File: src/rtl/stall_pipe_pkg.sv
// Shared operand types for the stall pipeline feeder and the pipeline stage.
package stall_pipe_pkg;

   localparam int OPW = 16;

   typedef struct packed {
      logic [OPW-1:0] a;
      logic [OPW-1:0] b;
      logic [OPW-1:0] c;
   } operand_t;

endpackage

File: src/rtl/stall_pipe_fifo.sv
// Generic DEPTH x operand_t synchronous FIFO with a separate occupancy counter.
module stall_pipe_fifo
   import stall_pipe_pkg::*;
#(
   parameter int DEPTH = 4
) (
   input  logic                   clk,
   input  logic                   rst_n,
   input  logic                   push,
   input  logic                   pop,
   input  operand_t               din,
   output operand_t               head,
   output logic [$clog2(DEPTH):0] level,
   output logic                   full,
   output logic                   empty
);

   localparam int PW = $clog2(DEPTH);
   localparam int LW = PW + 1;

   logic [PW-1:0] r_wr_ptr;
   logic [PW-1:0] r_rd_ptr;
   logic [LW-1:0] r_level;
   operand_t      r_mem [DEPTH];

   logic w_push;
   logic w_pop;

   assign full   = (r_level == LW'(DEPTH));
   assign empty  = (r_level == '0);
   assign w_push = push & ~full;
   assign w_pop  = pop & ~empty;
   assign head   = r_mem[r_rd_ptr];
   assign level  = r_level;

   // Storage is cleared too, so the head never exposes stale data after reset.
   always_ff @(posedge clk or negedge rst_n) begin
      if (!rst_n) begin
         r_wr_ptr <= '0;
         r_rd_ptr <= '0;
         r_level  <= '0;
         for (int i = 0; i < DEPTH; i++) begin
            r_mem[i] <= '0;
         end
      end else begin
         if (w_push) begin
            r_mem[r_wr_ptr] <= din;
            r_wr_ptr        <= r_wr_ptr + 1'b1;
         end
         if (w_pop) begin
            r_rd_ptr <= r_rd_ptr + 1'b1;
         end
         if (w_push && !w_pop) begin
            r_level <= r_level + 1'b1;
         end else if (w_pop && !w_push) begin
            r_level <= r_level - 1'b1;
         end
      end
   end

endmodule

File: src/rtl/stall_pipe_feeder.sv
// Operand-issue stage: buffers {a,b,c} triples and presents the head with a stall
module stall_pipe_feeder
   import stall_pipe_pkg::*;
#(
   parameter int WIDTH = OPW,
   parameter int DEPTH = 4
) (
   input  logic                   clk,
   input  logic                   rst_n,
   input  logic                   in_valid,
   output logic                   in_ready,
   input  logic [WIDTH-1:0]       in_a,
   input  logic [WIDTH-1:0]       in_b,
   input  logic [WIDTH-1:0]       in_c,
   input  logic                   hold,
   output logic [WIDTH-1:0]       a,
   output logic [WIDTH-1:0]       b,
   output logic [WIDTH-1:0]       c,
   output logic                   stall,
   output logic [$clog2(DEPTH):0] level
);

   operand_t w_din;
   operand_t w_head;
   logic     w_push;
   logic     w_pop;
   logic     w_full;
   logic     w_empty;

   assign w_din.a  = in_a;
   assign w_din.b  = in_b;
   assign w_din.c  = in_c;

   assign in_ready = ~w_full;
   assign w_push   = in_valid & in_ready;
   assign stall    = w_empty | hold;
   assign w_pop    = ~stall;

   assign a = w_empty ? '0 : w_head.a;
   assign b = w_empty ? '0 : w_head.b;
   assign c = w_empty ? '0 : w_head.c;

   stall_pipe_fifo #(
      .DEPTH (DEPTH)
   ) u_fifo (
      .clk   (clk),
      .rst_n (rst_n),
      .push  (w_push),
      .pop   (w_pop),
      .din   (w_din),
      .head  (w_head),
      .level (level),
      .full  (w_full),
      .empty (w_empty)
   );

   // A held, non-empty head must not move; an empty-to-filled step is allowed.
   a_level_max : assert property (@(posedge clk) disable iff (!rst_n)
      level <= ($clog2(DEPTH)+1)'(DEPTH));
   a_no_ovf : assert property (@(posedge clk) disable iff (!rst_n)
      !(w_push && w_full));
   a_stall_empty : assert property (@(posedge clk) disable iff (!rst_n)
      stall || (level != '0));
   a_hold_stall : assert property (@(posedge clk) disable iff (!rst_n)
      hold |-> stall);
   a_head_stable : assert property (@(posedge clk) disable iff (!rst_n)
      (stall && level != '0) |=> $stable({a, b, c}));

endmodule

File: config.mk
export PLATFORM = sky130hd
export DESIGN_NAME = stall_pipe_feeder
export DESIGN_NICKNAME = d
export VERILOG_FILES = /design/src/rtl/stall_pipe_pkg.sv /design/src/rtl/stall_pipe_fifo.sv /design/src/rtl/stall_pipe_feeder.sv
export SDC_FILE = /design/constraint.sdc
export NUM_CORES = 1
export LEC_CHECK = 0
export ABC_CLOCK_PERIOD_IN_PS = 3300
export BUFFER_PORTS_ARGS = -buffer_cell sky130_fd_sc_hd__clkbuf_2
export CAP_MARGIN = 10
export CORE_AREA = 2 2 204 106
export DETAILED_ROUTE_END_ITERATION = 12
export DIE_AREA = 0 0 206 108
export SLEW_MARGIN = 20
export SYNTH_ARGS = -nofsm -noshare
export SYNTH_HDL_FRONTEND = slang
export SYNTH_SLANG_ARGS = --single-unit
File: constraint.sdc
create_clock -name clk -period 3.3 [get_ports clk]
set_clock_uncertainty 0.15 [all_clocks]
set_input_delay 0.66 -clock clk [delete_from_list [all_inputs] [get_ports clk]]
set_output_delay 0.66 -clock clk [all_outputs]
set_load 0.05 [all_outputs]
# --- Word-level counts from Yosys, hierarchy flattened ---
# Index checks and enable logic that the tools add are counted.
totals:
  regBits: 199
classes:
  addsub: 4
  n_lt_le_gt_ge: 3
  eq_ne: 1
  n_mux: 11
  bitwise_logic: 9
  reduce_logical: 7
ops:
  columns: ["op", "count"]
  rows:
  - ["$bwmux 192", 1]
  - ["$mux 48", 3]
  - ["$bmux 48 s2", 1]
  - ["$demux 48 s2", 1]
  - ["$mux 16", 3]
  - ["$ge 3x3->1 const B", 2]
  - ["$mux 3", 2]
  - ["$not 2->3", 2]
  - ["$add 2x1->2 const B", 2]
  - ["$add 3x1->3 const B", 1]
  - ["$and 1x1->1", 3]
  - ["$eq 3x3->1 const B", 1]
  - ["$logic_and 1x1->1", 3]
  - ["$logic_not 3->1", 1]
  - ["$lt 3x1->1 const B", 1]
  - ["$not 1->1", 3]
  - ["$sub 3x1->3 const B", 1]
  - ["$logic_not 1->1", 2]
  - ["$reduce_bool 2->1", 1]
  - ["$or 1x1->1", 1]

# --- Longest topological paths before layout ---
depth:
  ltp_word: 8
  mapped_depth: 8

# --- Modules after synthesis ---
# From an unflattened synthesis, not the netlist that was laid out.
hier_totals:
  hier_cells: 558
  area_unflattened_um2: 9044.9
modules_own_cells:
  columns: ["mod", "instances", "cells_per_inst", "area_each_um2", "seq_area_each_um2"]
  rows:
  - ["stall_pipe_fifo", 1, 501, 8693.3, 4979.8]
  - ["stall_pipe_feeder", 1, 57, 351.6, 0.0]

# --- Worst setup path after synthesis ---
# OpenSTA, ideal clock, no wires.
synth_timing:
  path_kind: "register to output"
  startpoint: "register u_fifo.r_level[0], in the netlist u_fifo.level[0]"
  endpoint: "output a[10]"
  arrival_ns: 1.904
  required_time_ns: 2.490
  slack_ns: 0.586
  stages_incl_launch_ff: 4
  cell_sequence: "dfrtp_1 -> nor3_1 -> clkbuf_1 -> nor2b_1"
synth_between:
  elab_chain_cells: 2
synth_lines:
  columns: ["element", "line", "text"]
  rows:
  - ["from (decl)", "stall_pipe_fifo.sv:23", "logic [LW-1:0] r_level;"]
  - ["from (signal assigned)", "stall_pipe_fifo.sv:54", "r_level <= r_level + 1'b1;"]
  - ["from (signal assigned)", "stall_pipe_fifo.sv:56", "r_level <= r_level - 1'b1;"]
  - ["$logic_not 3->1", "stall_pipe_fifo.sv:30", "assign empty = (r_level == '0);"]
  - ["$mux 16", "stall_pipe_feeder.sv:39", "assign a = w_empty ? '0 : w_head.a;"]
  - ["to (decl)", "stall_pipe_feeder.sv:16", "output logic [WIDTH-1:0] a,"]
# No other way between the ends.

# --- Worst setup path in the final report ---
layout_timing:
  startpoint: "register u_fifo.r_rd_ptr[0]"
  endpoint: "output a[14]"
layout_between:
  elab_chain_cells: 5
layout_lines:
  columns: ["element", "line", "text"]
  rows:
  - ["from (decl)", "stall_pipe_fifo.sv:22", "logic [PW-1:0] r_rd_ptr;"]
  - ["from (signal assigned)", "stall_pipe_fifo.sv:51", "r_rd_ptr <= r_rd_ptr + 1'b1;"]
  - ["$not 2->3 (implied by the code)", "stall_pipe_fifo.sv:33", "assign head = r_mem[r_rd_ptr];"]
  - ["$bmux 48 s2", "stall_pipe_fifo.sv:33", null]
  - ["$mux 48 (implied by the code) (2 in series)", "stall_pipe_fifo.sv:33", null]
  - ["$mux 16", "stall_pipe_feeder.sv:39", null]
# No other way between the ends. The select of a mux whose other input is x is not followed.

==> flow_metrics.tcl <==
set metrics [dict create \
    drive_above_1_share 0.603 \
    vias 5009 \
    path_cells "buf_12 > mux4_2 > nor2b_1 > clkbuf_2" \
    synth_common_cells "199 x dfrtp_1, 194 x mux2_2, 49 x nor2b_1" \
    grt_use_met1 0.264 \
    cts_made_buffers 17 \
    overflow 0 \
    syn_inst 556 \
    status "completed" \
    clock_latency_ns 0.45 \
    finalCriticalPeriod_ns 3.14 \
    grt_usage 0.187 \
    cts_num_sinks 199 \
    rsz0062_at_grt "no" \
    met2_usage 0.287 \
    first_global_vias 5426 \
    synth_top_area_frac 0.552 \
    initial_core_util 0.445 \
    clock_path_buffers 2 \
    worstSetupPathType "register to primary output" \
    seqCellArea_mm2 0.00498 \
    dieArea_mm2 0.0222 \
    ant_nets 0 \
    tns_ns 0 \
    use_met3 0.0500 \
    grt_max_degree 86 \
    r2r_end "u_fifo.level[2]$_DFFE_PN0P_" \
    hold_class "input port to async pin" \
    hold_ws_ns 0.0916 \
    grt_pass1_wl_um 30700 \
    path_clk_slew_ns 0.07 \
    synth_area_leaders "dfrtp_1 55%, mux2_2 24%, mux4_2 12%" \
    drtPass1Iterations 4 \
    endpoint_kind "primary output" \
    synth.most_common_cell "dfrtp_1" \
    tightest_slew_ns 0.734 \
    maxCapViolCount 0 \
    avgSynthCellArea_um2 16.2 \
    worstPathMaxFanout 19 \
    cp_slowest_cell "dfrtp_4" \
    synth-seq-area-share 0.552 \
    rrSetupSlack_ns 0.86 \
    core_area_mm2 0.0203 \
    ys.flop_type "dfrtp_1" \
    postCtsSetupBuffers 0 \
    synth-edff-count 0 \
    htree_levels 4 \
    cts_resized 0 \
    yosys_warnings 0 \
    cp_top_family "flip-flops" \
    boundaryPins 105 \
    diodes 0 \
    setup_viol 0 \
    fill_cells 1741 \
    synth_seq_cells 199 \
    rows 37 \
    layout.nets 720 \
    startpoint_type "register" \
    maxSlewViolCount 0 \
    synth_top_cell_by_area "dfrtp_1" \
    ys_async_sr_fraction 1.00 \
    max_stage_delay_ns 0.67 \
    root_buffer "clkbuf_16" \
    wire_per_inst_um 19.6 \
    antenna_found_initial 0 \
    fp.dieH_um 108 \
    grt-busiest-layer "met2" \
    portBuffers 104 \
    timing.final.crit_share 0.950 \
    netlist_area_mm2 0.00902 \
    vias_per_cell 5.28 \
    multi_input_area_mm2 0.00382 \
    critPathBufInv 2 \
    postCtsHoldBufs 0 \
    place_congestion 0.728 \
    crit_required_ns 2.49 \
    r2r-start "u_fifo.level[2]$_DFFE_PN0P_" \
    drc_errors 0 \
    synth_cell_type_count 18 \
    hold_viol 0 \
    final_area_mm2 0.0104 \
    drt_iter0_drc 162 \
    routed_wl_um 18600 \
    cp_data_arrival_time_ns 2.33 \
    cts_tree "built" \
    fmax_mhz 319 \
    die_w_um 206 \
    area_growth_pct 15.6 \
    place_area_mm2 0.00990 \
    dpl.hpwl_um 11600 \
    syn_nets 614 \
    rr_worst_depth 9 \
    maxSlewHeadroom 0.510 \
]
==> metrics by stage <==
stage,worst slack [ns],cells,utilization
6_report,0.164,948,0.514
5_1_grt,0.0117,948,0.514
4_1_cts,0.108,948,0.514
3_5_place_dp,0.614,916,0.488
3_3_place_gp,0.627,916,0.488
2_1_floorplan,0.586,556,-
==> worst reg2reg max path, cell delays in order, from the launching register on <==
cell     delay [ns]
dfrtp_1        0.44
nor3b_4        0.17
buf_4          0.18
nor2b_1        0.30
ha_1           0.25
inv_1          0.06
fa_1           0.38
xor2_1         0.17
nor2_1         0.12
xor2_1         0.15
==> worst max-delay path by stage <==
stage / start / to / slack, ns / cells after the start
after floorplan: u_fifo.level[0]$_DFFE_PN0P_ / a[10] / 0.59 / 3
after global placement: u_fifo.r_rd_ptr[0]$_DFFE_PN0P_ / a[14] / 0.63 / 4
after detailed placement: u_fifo.r_rd_ptr[0]$_DFFE_PN0P_ / b[1] / 0.61 / 4
after CTS: u_fifo.r_rd_ptr[0]$_DFFE_PN0P_ / b[1] / 0.11 / 4
after global routing: u_fifo.r_rd_ptr[0]$_DFFE_PN0P_ / a[10] / 0.01 / 4
final: u_fifo.r_rd_ptr[0]$_DFFE_PN0P_ / a[14] / 0.16 / 4
==> routing by layer <==
| metal | vias up | share of wire | wire length [µm] |
|---|---|---|---|
| li1 | 2224 | - | - |
| met1 | 2704 | 0.49 | 9100 |
| met2 | 66 | 0.47 | 8750 |
| met3 | 15 | 0.031 | 570 |
| met4 | 0 | 0.010 | 194 |
| met5 | - | 0 | 0 |
==> cell usage in the layout, fill, tap and decap left out <==
| cell | instances |
|---|---|
| nor3_2 | 1 |
| dfrtp_1 | 197 |
| clkbuf_8 | 1 |
| xnor2_1 | 3 |
| clkbuf_16 | 17 |
| clkinvlp_4 | 5 |
| clkinv_4 | 2 |
| mux4_2 | 48 |
| inv_6 | 3 |
| fa_1 | 1 |
| buf_12 | 5 |
| nor2_1 | 1 |
| dfrtp_2 | 1 |
| buf_4 | 14 |
| mux2_2 | 194 |
| clkinv_2 | 5 |
| nor3b_1 | 1 |
| inv_1 | 4 |
| or2_2 | 2 |
| xor2_1 | 3 |
| nor2b_1 | 49 |
| dfrtp_4 | 1 |
| nand2_1 | 4 |
| nor2_4 | 4 |
| nor3b_4 | 1 |
| clkbuf_2 | 103 |
| ha_1 | 5 |
==> cells by family (layout without fill, tap and decap cells) <==
group	Yosys count	count (layout)	share of synthesized area
mux	242	242	0.362
flops	199	199	0.552
simple gates	63	63	0.0426
buf+inv	40	159	0.0287
fa+ha+maj	6	6	0.00915
xor+xnor	6	6	0.00582
==> layout make-up <==
cell class | count | share of cell area
clock buffer | 17 | 0.0408
clock inverter | 15 | 0.0102
inverter | 4 | 0.00144
multi-input combinational | 317 | 0.366
sequential | 199 | 0.478
tap | 273 | 0.0328
timing repair buffer | 123 | 0.0704
==> registers in the layout (all words and copies together) (netlist names) <==
signal / cells
u_fifo.r_rd_ptr: 2
u_fifo.r_mem: 192
u_fifo.r_wr_ptr: 2
u_fifo.level: 3
Power is not shown: default switching activity piles up to over one toggle a cycle in this logic, so the estimate is an artifact.
